==> src/rtl/stopwatch_pkg.sv <==
// Shared definitions for the stopwatch controller:
// state encoding, terminal count and default timing.
package stopwatch_pkg;

    typedef enum logic [1:0] {
        ST_IDLE  = 2'd0,
        ST_RUN   = 2'd1,
        ST_PAUSE = 2'd2,
        ST_DONE  = 2'd3
    } state_e;

    localparam logic [9:0] CNT_MAX          = 10'd999;
    localparam int         TICK_DIV_DEF     = 10_000_000;
    localparam int         DEBOUNCE_CYC_DEF = 2_000_000;

    function automatic logic [9:0] load_val(input logic       down,
                                            input logic [9:0] preset);
        logic [9:0] v;
        v = '0;
        if (down) begin
            v = (preset > CNT_MAX) ? CNT_MAX : preset;
        end
        return v;
    endfunction

endpackage

==> src/rtl/key_debounce.sv <==
// Two-flop synchronizer plus level debouncer that emits a
// one-cycle pulse on an accepted 0->1 transition.
module key_debounce
    import stopwatch_pkg::*;
#(
    parameter int DEBOUNCE_CYC = DEBOUNCE_CYC_DEF
) (
    input  logic clk_i,
    input  logic rst_ni,
    input  logic key_i,
    output logic press_o
);

    localparam int            CW       = $clog2(DEBOUNCE_CYC + 1);
    localparam logic [CW-1:0] CNT_LAST = CW'(DEBOUNCE_CYC - 1);

    logic [1:0]    sync_q;
    logic [1:0]    vld_q;
    logic          armed_q;
    logic          stable_q;
    logic          press_q;
    logic [CW-1:0] cnt_q;
    logic          accept;

    assign accept  = (sync_q[1] != stable_q) && (cnt_q == CNT_LAST);
    assign press_o = press_q;

    // armed_q blocks a pulse until the key has been seen released
    // after reset, so a key held through reset never fires.
    always_ff @(posedge clk_i or negedge rst_ni) begin
        if (!rst_ni) begin
            sync_q   <= '0;
            vld_q    <= '0;
            armed_q  <= 1'b0;
            stable_q <= 1'b0;
            press_q  <= 1'b0;
            cnt_q    <= '0;
        end else begin
            sync_q  <= {sync_q[0], key_i};
            vld_q   <= {vld_q[0], 1'b1};
            press_q <= accept && sync_q[1] && armed_q;
            if (vld_q[1] && !sync_q[1]) begin
                armed_q <= 1'b1;
            end
            if (sync_q[1] == stable_q) begin
                cnt_q <= '0;
            end else if (accept) begin
                cnt_q    <= '0;
                stable_q <= sync_q[1];
            end else begin
                cnt_q <= cnt_q + 1'b1;
            end
        end
    end

endmodule

==> src/rtl/stopwatch_ctrl.sv <==
// Stopwatch controller: debounced start/clear keys, up/down
// 0.1 s counter 0..999 and IDLE/RUN/PAUSE/DONE control FSM.
module stopwatch_ctrl
    import stopwatch_pkg::*;
#(
    parameter int TICK_DIV     = TICK_DIV_DEF,
    parameter int DEBOUNCE_CYC = DEBOUNCE_CYC_DEF
) (
    input  logic        Clk,
    input  logic        Reset_n,
    input  logic        Key_start,
    input  logic        Key_clear,
    input  logic        Mode_down,
    input  logic [9:0]  Preset,
    output logic [15:0] Disp_Data,
    output logic        Running,
    output logic        Done
);

    localparam int            DW       = $clog2(TICK_DIV + 1);
    localparam logic [DW-1:0] DIV_LAST = DW'(TICK_DIV - 1);

    state_e        state_q, state_d;
    logic [9:0]    cnt_q, cnt_d;
    logic [9:0]    preset_q;
    logic [DW-1:0] div_q, div_d;
    logic          mode_q;
    logic          run_q, done_q;
    logic          start_p, clear_p;
    logic          in_idle, reload, term;
    logic          src_mode;
    logic [9:0]    src_preset;

    key_debounce #(.DEBOUNCE_CYC(DEBOUNCE_CYC)) u_start (
        .clk_i  (Clk),
        .rst_ni (Reset_n),
        .key_i  (Key_start),
        .press_o(start_p)
    );

    key_debounce #(.DEBOUNCE_CYC(DEBOUNCE_CYC)) u_clear (
        .clk_i  (Clk),
        .rst_ni (Reset_n),
        .key_i  (Key_clear),
        .press_o(clear_p)
    );

    // Live switches matter only in IDLE; elsewhere the sampled copy rules.
    assign in_idle    = (state_q == ST_IDLE);
    assign src_mode   = in_idle ? Mode_down : mode_q;
    assign src_preset = in_idle ? Preset : preset_q;
    assign reload     = in_idle && ((Mode_down != mode_q) || (Preset != preset_q));
    assign term       = mode_q ? (cnt_q == '0) : (cnt_q == CNT_MAX);

    always_comb begin
        state_d = state_q;
        cnt_d   = cnt_q;
        div_d   = div_q;
        if (clear_p) begin
            state_d = ST_IDLE;
            cnt_d   = load_val(src_mode, src_preset);
            div_d   = '0;
        end else begin
            unique case (state_q)
                ST_IDLE: begin
                    if (reload) begin
                        cnt_d = load_val(Mode_down, Preset);
                        div_d = '0;
                    end
                    if (start_p) state_d = ST_RUN;
                end
                ST_RUN: begin
                    if (term) begin
                        state_d = ST_DONE;
                    end else if (start_p) begin
                        state_d = ST_PAUSE;
                    end else if (div_q == DIV_LAST) begin
                        div_d = '0;
                        cnt_d = mode_q ? cnt_q - 10'd1 : cnt_q + 10'd1;
                    end else begin
                        div_d = div_q + 1'b1;
                    end
                end
                ST_PAUSE: begin
                    if (start_p) state_d = ST_RUN;
                end
                ST_DONE: begin
                    state_d = ST_DONE;
                end
            endcase
        end
    end

    always_ff @(posedge Clk or negedge Reset_n) begin
        if (!Reset_n) begin
            state_q  <= ST_IDLE;
            cnt_q    <= '0;
            div_q    <= '0;
            mode_q   <= 1'b0;
            preset_q <= '0;
            run_q    <= 1'b0;
            done_q   <= 1'b0;
        end else begin
            state_q <= state_d;
            cnt_q   <= cnt_d;
            div_q   <= div_d;
            run_q   <= (state_d == ST_RUN);
            done_q  <= (state_d == ST_DONE);
            if (in_idle) begin
                mode_q   <= Mode_down;
                preset_q <= Preset;
            end
        end
    end

    assign Disp_Data = {6'b0, cnt_q};
    assign Running   = run_q;
    assign Done      = done_q;

endmodule
==> config.mk <==
export PLATFORM = sky130hd
export DESIGN_NAME = stopwatch_ctrl
export DESIGN_NICKNAME = d
export VERILOG_FILES = /design/src/rtl/stopwatch_pkg.sv /design/src/rtl/key_debounce.sv /design/src/rtl/stopwatch_ctrl.sv
export SDC_FILE = /design/constraint.sdc
export NUM_CORES = 1
export LEC_CHECK = 0
export ABC_CLOCK_PERIOD_IN_PS = 3700
export BUFFER_PORTS_ARGS = -buffer_cell sky130_fd_sc_hd__buf_4
export CAP_MARGIN = 15
export CORE_MARGIN = 2
export CORE_UTILIZATION = 40
export CTS_CLUSTER_SIZE = 40
export DETAILED_ROUTE_END_ITERATION = 8
export GPL_ROUTABILITY_DRIVEN = 0
export HOLD_SLACK_MARGIN = 0.1
export REMOVE_ABC_BUFFERS = 1
export SETUP_SLACK_MARGIN = 0.5
export SKIP_LAST_GASP = 1
export SYNTH_ARGS = -nofsm -noshare
export SYNTH_HDL_FRONTEND = slang
export SYNTH_HIERARCHICAL = 1
export SYNTH_SLANG_ARGS = --single-unit
==> constraint.sdc <==
create_clock -name Clk -period 3.7 [get_ports Clk]
set_input_delay 0.37 -clock Clk [delete_from_list [all_inputs] [get_ports Clk]]
set_output_delay 0.37 -clock Clk [all_outputs]
set_load 0.005 [all_outputs]
==> results of run 1 <==
[kinds of logic (layout without fill, tap and decap cells)]
group                      after synthesis  in the layout  share of synthesized area
other                                    3              8                    0.00191
and+or+nand+nor                        245            245                      0.235
DFF                                    105            105                      0.445
xor gates and xnor gates                44             44                     0.0653
AOI/OAI and AO/OA                      141            141                      0.150
buffers and inverters                   44             60                     0.0354
adders and majority gates               12             12                     0.0267
muxes                                   22             22                     0.0411
[through the flow]
stage	cell area, sq um	setup slack (ps)	hold WS, ps	utilization	cells
final	6550	950	296	0.452	821
after floorplan	5750	1020	74.4	-	586
after global placement	6230	851	333	0.430	802
after CTS	6540	752	103	0.451	820
after global routing	6550	709	286	0.452	821
after detailed placement	6230	765	335	0.430	802
[routing by layer]
layer,vias up,GRT usage
met5,-,0
li1,2299,-
met4,0,0.0549
met2,113,0.272
met1,2339,0.237
met3,19,0.0389
[power by group through the flow]
stage | sequential [mW] | combinational, mW | clock (mW)
floorplan | 1.21 | 0.102 | 0
global placement | 1.21 | 0.185 | 0
detailed placement | 1.22 | 0.187 | 0
CTS | 1.19 | 0.190 | 0.971
global route | 1.20 | 0.214 | 1.01
finish | 1.19 | 0.190 | 0.935
[registers in the layout, indices dropped and copies added, names as in the netlist]
name / count
Done: 1
Running: 1
cnt_q: 10
div_q: 24
mode_q: 1
preset_q: 10
state_q: 2
u_clear/armed_q: 1
u_clear/cnt_q: 21
u_clear/press_o: 1
u_clear/stable_q: 1
u_clear/sync_q: 2
u_clear/vld_q: 2
u_start/armed_q: 1
u_start/cnt_q: 21
u_start/press_o: 1
u_start/stable_q: 1
u_start/sync_q: 2
u_start/vld_q: 2
[final timing paths]
check                                              end  cells past startpoint  slack (ps)                        start
setup reg to reg                 div_q[13]$_DFFE_PN0P_                      5         950         state_q[0]$_DFF_PN0_
hold / removal                   preset_q[7]$_DFF_PN0_                      2         300                    Preset[7]
min in group asynchronous        preset_q[3]$_DFF_PN0_                      2         590                      Reset_n
max in group asynchronous  u_start/cnt_q[11]$_DFF_PN0_                      3        2270                      Reset_n
setup / recovery                 div_q[13]$_DFFE_PN0P_                      5         950         state_q[0]$_DFF_PN0_
hold reg to reg            u_start/sync_q[1]$_DFF_PN0_                      0         350  u_start/sync_q[0]$_DFF_PN0_
[final cells by class]
type	count	area [sq um]	area share
Clock buffer	10	229	0.0350
Clock inverter	6	58.8	0.00898
Inverter	9	33.8	0.00516
Multi-Input combinational cell	472	3100	0.473
Sequential cell	105	2630	0.401
Tap cell	184	230	0.0352
Timing Repair Buffer	35	270	0.0413
[placed cells by master, fill, tap and decap left out, types with 4 or more instances in the layout]
cell type  netlist  routed
or2_2            4       4
a21o_1           6       6
o21ai_0         48      48
nand4_1         25      25
nand2b_1         7       6
nor2b_1         12      12
xor2_1          30      30
and4_1           4       4
nor4_1          15      15
dfrtp_1        105     105
clkbuf_16        0       9
ha_1            11      11
a31oi_1          9       9
o31ai_1         19      17
nor2_1          48      48
and3_1          11      11
nand3_1         28      28
nor3b_1          5       5
mux2i_1          4       4
nand3b_1         4       4
xnor2_1         14      14
a21oi_1         29      29
nor3_1          13      13
inv_1            9       9
mux2_2          12      12
nor4b_1          6       6
mux2_1           6       6
or3_1            8       8
conb_1           3       8
nand2_1         32      32
buf_4            6      32
o41ai_1          4       4
[critical path, delay by kind of cell, from the launching register on]
| kind | cells | cell delay, ps |
|---|---|---|
| DFF | 1 | 530 |
| and+or+nand+nor | 3 | 1200 |
| AOI/OAI and AO/OA | 2 | 890 |
[repair_timing]
action	4_1_cts	5_1_grt
setup endpoints to repair	0	1
endpoints found under the hold margin	51	1
gates resized for setup	0	1
hold buffers	2	1
==> results_dict.tcl, run 1 <==
set metrics [dict create \
    diodes 0 \
    rsz0062_at_grt "no" \
    die_x_microns 125 \
    cts_buffer_depth 2 \
    topRoutingLayerUsed "met4" \
    grt_use_total 0.173 \
    power.density_nw_per_um2 354 \
    nNetsFinal 659 \
    relSlewSlack 0.281 \
    ys.flop_type "dfrtp_1" \
    internal_power_mw 1.72 \
    slew_viol_final 0 \
    fmax_mhz 364 \
    die_y_microns 125 \
    fin_crit_ps 2750 \
    dr.pass1.iters 5 \
    cpMaxStageDelayCell "dfrtp_1" \
    synth_top_cell_area_share 0.445 \
    syn-cell-area_sq_um 5900 \
    switchingPower_uw 596 \
    grt_pass1_wl_microns 22300 \
    synthArstFlopShare 1.00 \
    area_delta_synth_final_pct 10.9 \
    row_count 44 \
    yosys_warnings 6 \
    drc 0 \
    synth_edf_count 0 \
    ant_nets 0 \
    grt_start_max_net_pins 53 \
    finClkSkew_ps 6.38 \
    clk_latency_ps 350 \
    maxCapViolCount 0 \
    cpPeakStageDelay_ps 530 \
    core_sq_um 14500 \
    cts_root_buf "clkbuf_16" \
    holdCritPathClass "input port to flop" \
    ys_ff_latch 105 \
    hold_viol 0 \
    tns_ps 0 \
    netlist_instances 616 \
    met1_length_microns 6240 \
    wl_microns 13200 \
    status "finished, final reports clean" \
    start_kind "flop" \
    path_clk_slew_ps 70 \
    setup_viol 0 \
    overflow 0 \
    yosys-top-cells-area "dfrtp_1 45%, xor2_1 4.5%, o21ai_0 4.1%" \
    crit_arrival_ps 2990 \
    ys_seq_area_frac 0.445 \
    initial_core_util 0.408 \
    postCtsSetupRepairBufs 0 \
    fp.dieArea_sq_um 15700 \
    synth_most_common_cell "dfrtp_1" \
    tightest_slew_ps 1070 \
    power_leakage_nw 2.71 \
    end_kind "flop" \
    avgSynthCellArea_sq_um 9.58 \
    met3_length_microns 556 \
    n_fill_cell 1382 \
    clkPwrFrac 0.403 \
    io_pins 33 \
    cts_tree "done" \
    dr_wl_met2_microns 6170 \
    synth_common_cells "105 x dfrtp_1, 48 x nor2_1, 48 x o21ai_0, 32 x nand2_1, 30 x xor2_1" \
    cts.sinks 105 \
    combPwrFrac 0.082 \
    drive_gt1_frac 0.129 \
    grt_pass1_vias 4519 \
    num_vias 4770 \
    avgRoutedWirePerCell_microns 16.1 \
    timing.final.crit_share 0.743 \
    crit_type "flop to flop" \
    p_seq_frac 0.515 \
    ir_drop_uv 225 \
    ys_types 65 \
    synth_area_leader_cell "dfrtp_1" \
    switching_share 0.257 \
    drtIter0Drc 388 \
    cp_data_required_time_ps 3940 \
    antenna_found_initial 0 \
    cp_cell_sequence "nand2b_1 -> or2_2 -> a31o_2 -> nand2b_2 -> o41ai_1" \
    cts_made_buffers 9 \
    routed_via_density 5.81 \
    cp_max_fo 31 \
    power.total_mw 2.32 \
    port_buffers 26 \
    dp_hpwl_microns 9200 \
    ctsHtreeMaxLevel 3 \
]
Power figures use the tool's default switching activity.
==> run 2: changes to the inputs <==
--- a/config.mk
+++ b/config.mk
@@ -5,7 +5,7 @@
 export SDC_FILE = /design/constraint.sdc
 export NUM_CORES = 1
 export LEC_CHECK = 0
-export ABC_CLOCK_PERIOD_IN_PS = 3700
+export ABC_CLOCK_PERIOD_IN_PS = 2300
 export BUFFER_PORTS_ARGS = -buffer_cell sky130_fd_sc_hd__buf_4
 export CAP_MARGIN = 15
 export CORE_MARGIN = 2
==> constraint.sdc (replaced) <==
create_clock -name Clk -period 2.3 [get_ports Clk]
set_input_delay 0.23 -clock Clk [delete_from_list [all_inputs] [get_ports Clk]]
set_output_delay 0.23 -clock Clk [all_outputs]
set_load 0.005 [all_outputs]
==> results_dict.tcl, run 2 (synthesis gave the netlist of run 1 again) <==
set metrics [dict create \
    status "finished, final reports clean" \
    num_vias 5257 \
    diodes 0 \
    cts_root_buf "clkbuf_16" \
    timing.final.crit_share 0.964 \
    dp_hpwl_microns 9840 \
    fmax_mhz 451 \
    overflow 0 \
    cts_made_buffers 9 \
    end_kind "flop" \
    antenna_found_initial 0 \
    ant_nets 0 \
    fin_crit_ps 2220 \
    worstHoldStart "Preset[7]" \
    relSlewSlack 0.643 \
    setup_viol 0 \
    ff2ff_setup_slack_ps 80 \
    grt_start_max_net_pins 44 \
    core_sq_um 14500 \
    drtIter0Drc 364 \
    grt_pass1_vias 5024 \
    hold_viol 0 \
    drive_gt1_frac 0.359 \
    power.total_mw 3.87 \
    hold_depth 2 \
    reg2reg_from "cnt_q[1]$_DFFE_PN0P_" \
    die_y_microns 125 \
    holdPathEnd "preset_q[7]$_DFF_PN0_" \
    grt_pass1_wl_microns 25200 \
    fin_hold_ws_ps 156 \
    die_x_microns 125 \
    fp.dieArea_sq_um 15700 \
    cts_buffer_depth 2 \
    clk_latency_ps 360 \
    crit_arrival_ps 2450 \
    mostFrequentLayoutCell "dfrtp_1" \
    tightest_slew_ps 533 \
    crit_type "flop to flop" \
    io_pins 33 \
    maxCapViolCount 0 \
    finClkSkew_ps 10.7 \
    final_cell_mix "90 x dfrtp_1, 87 x buf_4, 39 x o21ai_0, 30 x nand2_1, 30 x xor2_1" \
    row_count 44 \
    drc 0 \
    cts.sinks 105 \
    avgRoutedWirePerCell_microns 17.5 \
    rsz0062_at_grt "yes" \
    routed_via_density 5.83 \
    ir_drop_uv 403 \
    power_leakage_nw 3.26 \
    largest_reg_flops 24 \
    port_buffers 26 \
    reg2reg_depth 6 \
    n_fill_cell 1235 \
    holdCritPathClass "input port to flop" \
    nNetsFinal 740 \
    cp_data_required_time_ps 2540 \
    crit-reg2reg-capture "cnt_q[9]$_DFFE_PN0P_" \
    grt_use_total 0.195 \
    initial_core_util 0.408 \
    reg_top3 "div_q: 24 flops, u_clear/cnt_q: 21 flops, u_start/cnt_q: 21 flops" \
    slew_viol_final 0 \
    start_kind "flop" \
    cp_max_fo 6 \
    cts_tree "done" \
    dr.pass1.iters 5 \
    area_delta_synth_final_pct 33.9 \
    wl_microns 15800 \
    regMostFlops "div_q" \
    power.density_nw_per_um2 490 \
    path_clk_slew_ps 70 \
    ctsHtreeMaxLevel 3 \
]
run 2: cell types whose count changed in the layout (fill, tap and decap cells not counted), moves of 13 or more:
| cell | change |
|---|---|
| nor2_4 | +17 |
| dfrtp_1 | -15 |
| buf_4 | +55 |
| nor2_1 | -26 |
| dfrtp_2 | +15 |
| buf_6 | +13 |
| a21oi_2 | +13 |
| a21oi_1 | -13 |
run 2: what timing repair did:
item / in CTS / in global routing
gates resized for setup: 58 / 104
setup endpoints to repair: 69 / 81
setup buffers: 23 / 20
pin swaps: 21 / 41
hold endpoints to repair: 38 / 0
hold buffers: 3 / 0
gates cloned: 4 / 5
run 2: how the worst max path moves through the flow:
| stage | from | end | cells after the start |
|---|---|---|---|
| 6_report | cnt_q[1]$_DFFE_PN0P_ | cnt_q[9]$_DFFE_PN0P_ | 6 |
| 3_3_place_gp | cnt_q[1]$_DFFE_PN0P_ | cnt_q[9]$_DFFE_PN0P_ | 6 |
| 2_1_floorplan | u_clear/cnt_q[0]$_DFF_PN0_ | u_clear/cnt_q[10]$_DFF_PN0_ | 5 |
| 5_1_grt | mode_q$_DFF_PN0_ | cnt_q[9]$_DFFE_PN0P_ | 8 |
| 4_1_cts | mode_q$_DFF_PN0_ | cnt_q[9]$_DFFE_PN0P_ | 8 |
| 3_5_place_dp | mode_q$_DFF_PN0_ | cnt_q[9]$_DFFE_PN0P_ | 8 |
run 2: report_power, final:
| part | internal, mW | switching [mW] | leakage, nW | total (mW) |
|---|---|---|---|---|
| Sequential | 1.88 | 0.0359 | 1.37 | 1.92 |
| Clock | 0.785 | 0.728 | 0.143 | 1.51 |
| Combinational | 0.209 | 0.236 | 1.75 | 0.445 |
| Total | 2.87 | 1.00 | 3.26 | 3.87 |
run 2: final cells by class:
| class | instances | area, sq um | share of cell area |
|---|---|---|---|
| multi-input cells | 472 | 3580 | 0.454 |
| inverters | 9 | 33.8 | 0.00427 |
| clock inverters | 5 | 46.3 | 0.00586 |
| flip-flops and latches | 105 | 2650 | 0.335 |
| well taps | 184 | 230 | 0.0291 |
| repair buffers | 116 | 1120 | 0.142 |
| clock buffers | 11 | 243 | 0.0307 |
run 2: routing by layer:
layer / routed length (microns) / GRT usage / part of all wire
met1: 7050 / 0.254 / 0.45
met2: 7880 / 0.327 / 0.50
met3: 624 / 0.0449 / 0.039
met4: 266 / 0.0516 / 0.017
met5: 0 / 0 / 0
run 2: per-stage QoR:
stage                     setup TNS (ps)  cell area (sq um)  setup slack, ps  cells  utilization
after detailed placement            -224               6480            -71.7    831        0.448
after floorplan                   -16270               5750             -376    586            -
after global placement                 0               6480             2.41    831        0.448
final                                  0               7900             83.1    902        0.546
after global routing                   0               7900             7.67    902        0.546
after CTS                              0               7230             96.2    877        0.499
run 2: critical path: stages (launching register included):
cell and delay (ps):
dfrtp_2 440, or4b_1 450, or3_4 390, a41o_1 220, and2_4 170, nand2_8 100, mux2_1 320
==> run 3: changes to the inputs <==
--- a/config.mk
+++ b/config.mk
@@ -14,6 +14,7 @@
 export DETAILED_ROUTE_END_ITERATION = 8
 export GPL_ROUTABILITY_DRIVEN = 0
 export HOLD_SLACK_MARGIN = 0.1
+export RECOVER_POWER = 25
 export REMOVE_ABC_BUFFERS = 1
 export SETUP_SLACK_MARGIN = 0.5
 export SKIP_LAST_GASP = 1
==> results_dict.tcl, run 3 (synthesis gave the netlist of run 1 again) <==
set metrics [dict create \
    status "finished, final reports clean" \
    ant_nets 0 \
    crit-reg2reg-capture "cnt_q[9]$_DFFE_PN0P_" \
    wl_microns 15700 \
    relSlewSlack 0.310 \
    dr.pass1.iters 5 \
    slew_viol_final 0 \
    power_leakage_nw 3.26 \
    drc 0 \
    setup_viol 0 \
    core_sq_um 14500 \
    nNetsFinal 740 \
    rsz0062_at_grt "yes" \
    num_vias 5289 \
    hold_depth 2 \
    avgRoutedWirePerCell_microns 17.4 \
    io_pins 33 \
    topRoutingLayerUsed "met4" \
    grt_pass1_wl_microns 25200 \
    initial_core_util 0.408 \
    crit_arrival_ps 2450 \
    die_x_microns 125 \
    die_y_microns 125 \
    holdCritPathClass "input port to flop" \
    path_clk_slew_ps 70 \
    drive_gt1_frac 0.358 \
    grt_pass1_vias 5024 \
    holdPathEnd "preset_q[7]$_DFF_PN0_" \
    mostFrequentLayoutCell "dfrtp_1" \
    start_kind "flop" \
    row_count 44 \
    dp_hpwl_microns 9840 \
    cts_root_buf "clkbuf_16" \
    fmax_mhz 451 \
    ir_drop_uv 406 \
    place_ws_ps -71.7 \
    place_inst 831 \
    grt_start_max_net_pins 44 \
    end_kind "flop" \
    cp_data_required_time_ps 2540 \
    fin_util 0.545 \
    power.total_mw 3.87 \
    timing.final.crit_share 0.963 \
    met1_length_microns 6910 \
    hold_viol 0 \
    cts_made_buffers 9 \
    cp_max_fo 10 \
    tightest_slew_ps 1040 \
    clk_latency_ps 360 \
    fp.dieArea_sq_um 15700 \
    ctsHtreeMaxLevel 3 \
    drtIter0Drc 406 \
    overflow 0 \
    cts.sinks 105 \
    port_buffers 26 \
    fin_crit_ps 2220 \
    regMostFlops "div_q" \
    grt_use_total 0.195 \
    worstHoldStart "Preset[7]" \
    finClkSkew_ps 10.8 \
    maxCapViolCount 0 \
    final_cell_mix "90 x dfrtp_1, 83 x buf_4, 39 x o21ai_0, 30 x nand2_1, 30 x xor2_1" \
    fin_hold_ws_ps 156 \
    met3_length_microns 698 \
    reg2reg_from "mode_q$_DFF_PN0_" \
    setup_ws_ps 84.8 \
    dr_wl_met2_microns 7860 \
    reg_top3 "div_q: 24 flops, u_clear/cnt_q: 21 flops, u_start/cnt_q: 21 flops" \
    antenna_found_initial 0 \
    cts_buffer_depth 2 \
    routed_via_density 5.86 \
    reg2reg_depth 9 \
    ff2ff_setup_slack_ps 80 \
    fin_cells 902 \
    area_delta_synth_final_pct 33.8 \
    cts_tree "done" \
    crit_type "flop to flop" \
    diodes 0 \
    largest_reg_flops 24 \
    power.density_nw_per_um2 490 \
]
==> run 3: cell type report <==
type | instances | area, sq um
well taps | 184 | 230
clock inverters | 5 | 46.3
clock buffers | 11 | 243
multi-input cells | 472 | 3580
flip-flops and latches | 105 | 2650
inverters | 9 | 33.8
repair buffers | 116 | 1110
fillers | 1235 | 6580
==> run 3: per-layer routing <==
layer | up-vias | GRT usage
met2 | 144 | 0.327
met5 | - | 0
li1 | 2471 | -
met1 | 2656 | 0.254
met3 | 18 | 0.0449
met4 | 0 | 0.0516
==> run 3: worst max path at each step <==
stage	start	end	slack (ps)	cells past startpoint
3_3_place_gp	cnt_q[1]$_DFFE_PN0P_	cnt_q[9]$_DFFE_PN0P_	2	6
4_1_cts	mode_q$_DFF_PN0_	cnt_q[9]$_DFFE_PN0P_	100	8
5_1_grt	mode_q$_DFF_PN0_	cnt_q[9]$_DFFE_PN0P_	8	8
6_report	mode_q$_DFF_PN0_	cnt_q[9]$_DFFE_PN0P_	80	9
3_5_place_dp	mode_q$_DFF_PN0_	cnt_q[9]$_DFFE_PN0P_	-70	8
2_1_floorplan	u_clear/cnt_q[0]$_DFF_PN0_	u_clear/cnt_q[10]$_DFF_PN0_	-380	5
==> run 3: repair_timing <==
action / in CTS / in global routing
pin swaps: 21 / 41
buffers inserted: 23 / 20
cloned: 4 / 5
setup endpoints to repair: 69 / 81
gates resized for setup: 58 / 104
endpoints found under the hold margin: 38 / 0
hold buffers: 3 / 0
==> run 3: stage by stage <==
stage	setup TNS, ps	area, sq um
finish	0	7900
global route	0	7900
detailed placement	-224	6480
global placement	0	6480
CTS	0	7230
floorplan	-16270	5750
==> run 3: power by group <==
group	switching (mW)	total (mW)	leakage (nW)	internal (mW)
combinational	0.235	0.443	1.74	0.208
sequential	0.0359	1.92	1.37	1.88
clock	0.726	1.51	0.143	0.784
total	0.997	3.87	3.26	2.87
==> run 3: worst max-delay path: stages (launching register included) <==
cell and delay, ps:
dfrtp_1 420, buf_12 160, ha_1 260, buf_4 190
nor3_1 220, nor4b_2 90, a21oi_2 180, mux2i_1 200
nand3_1 110, mux2_1 280
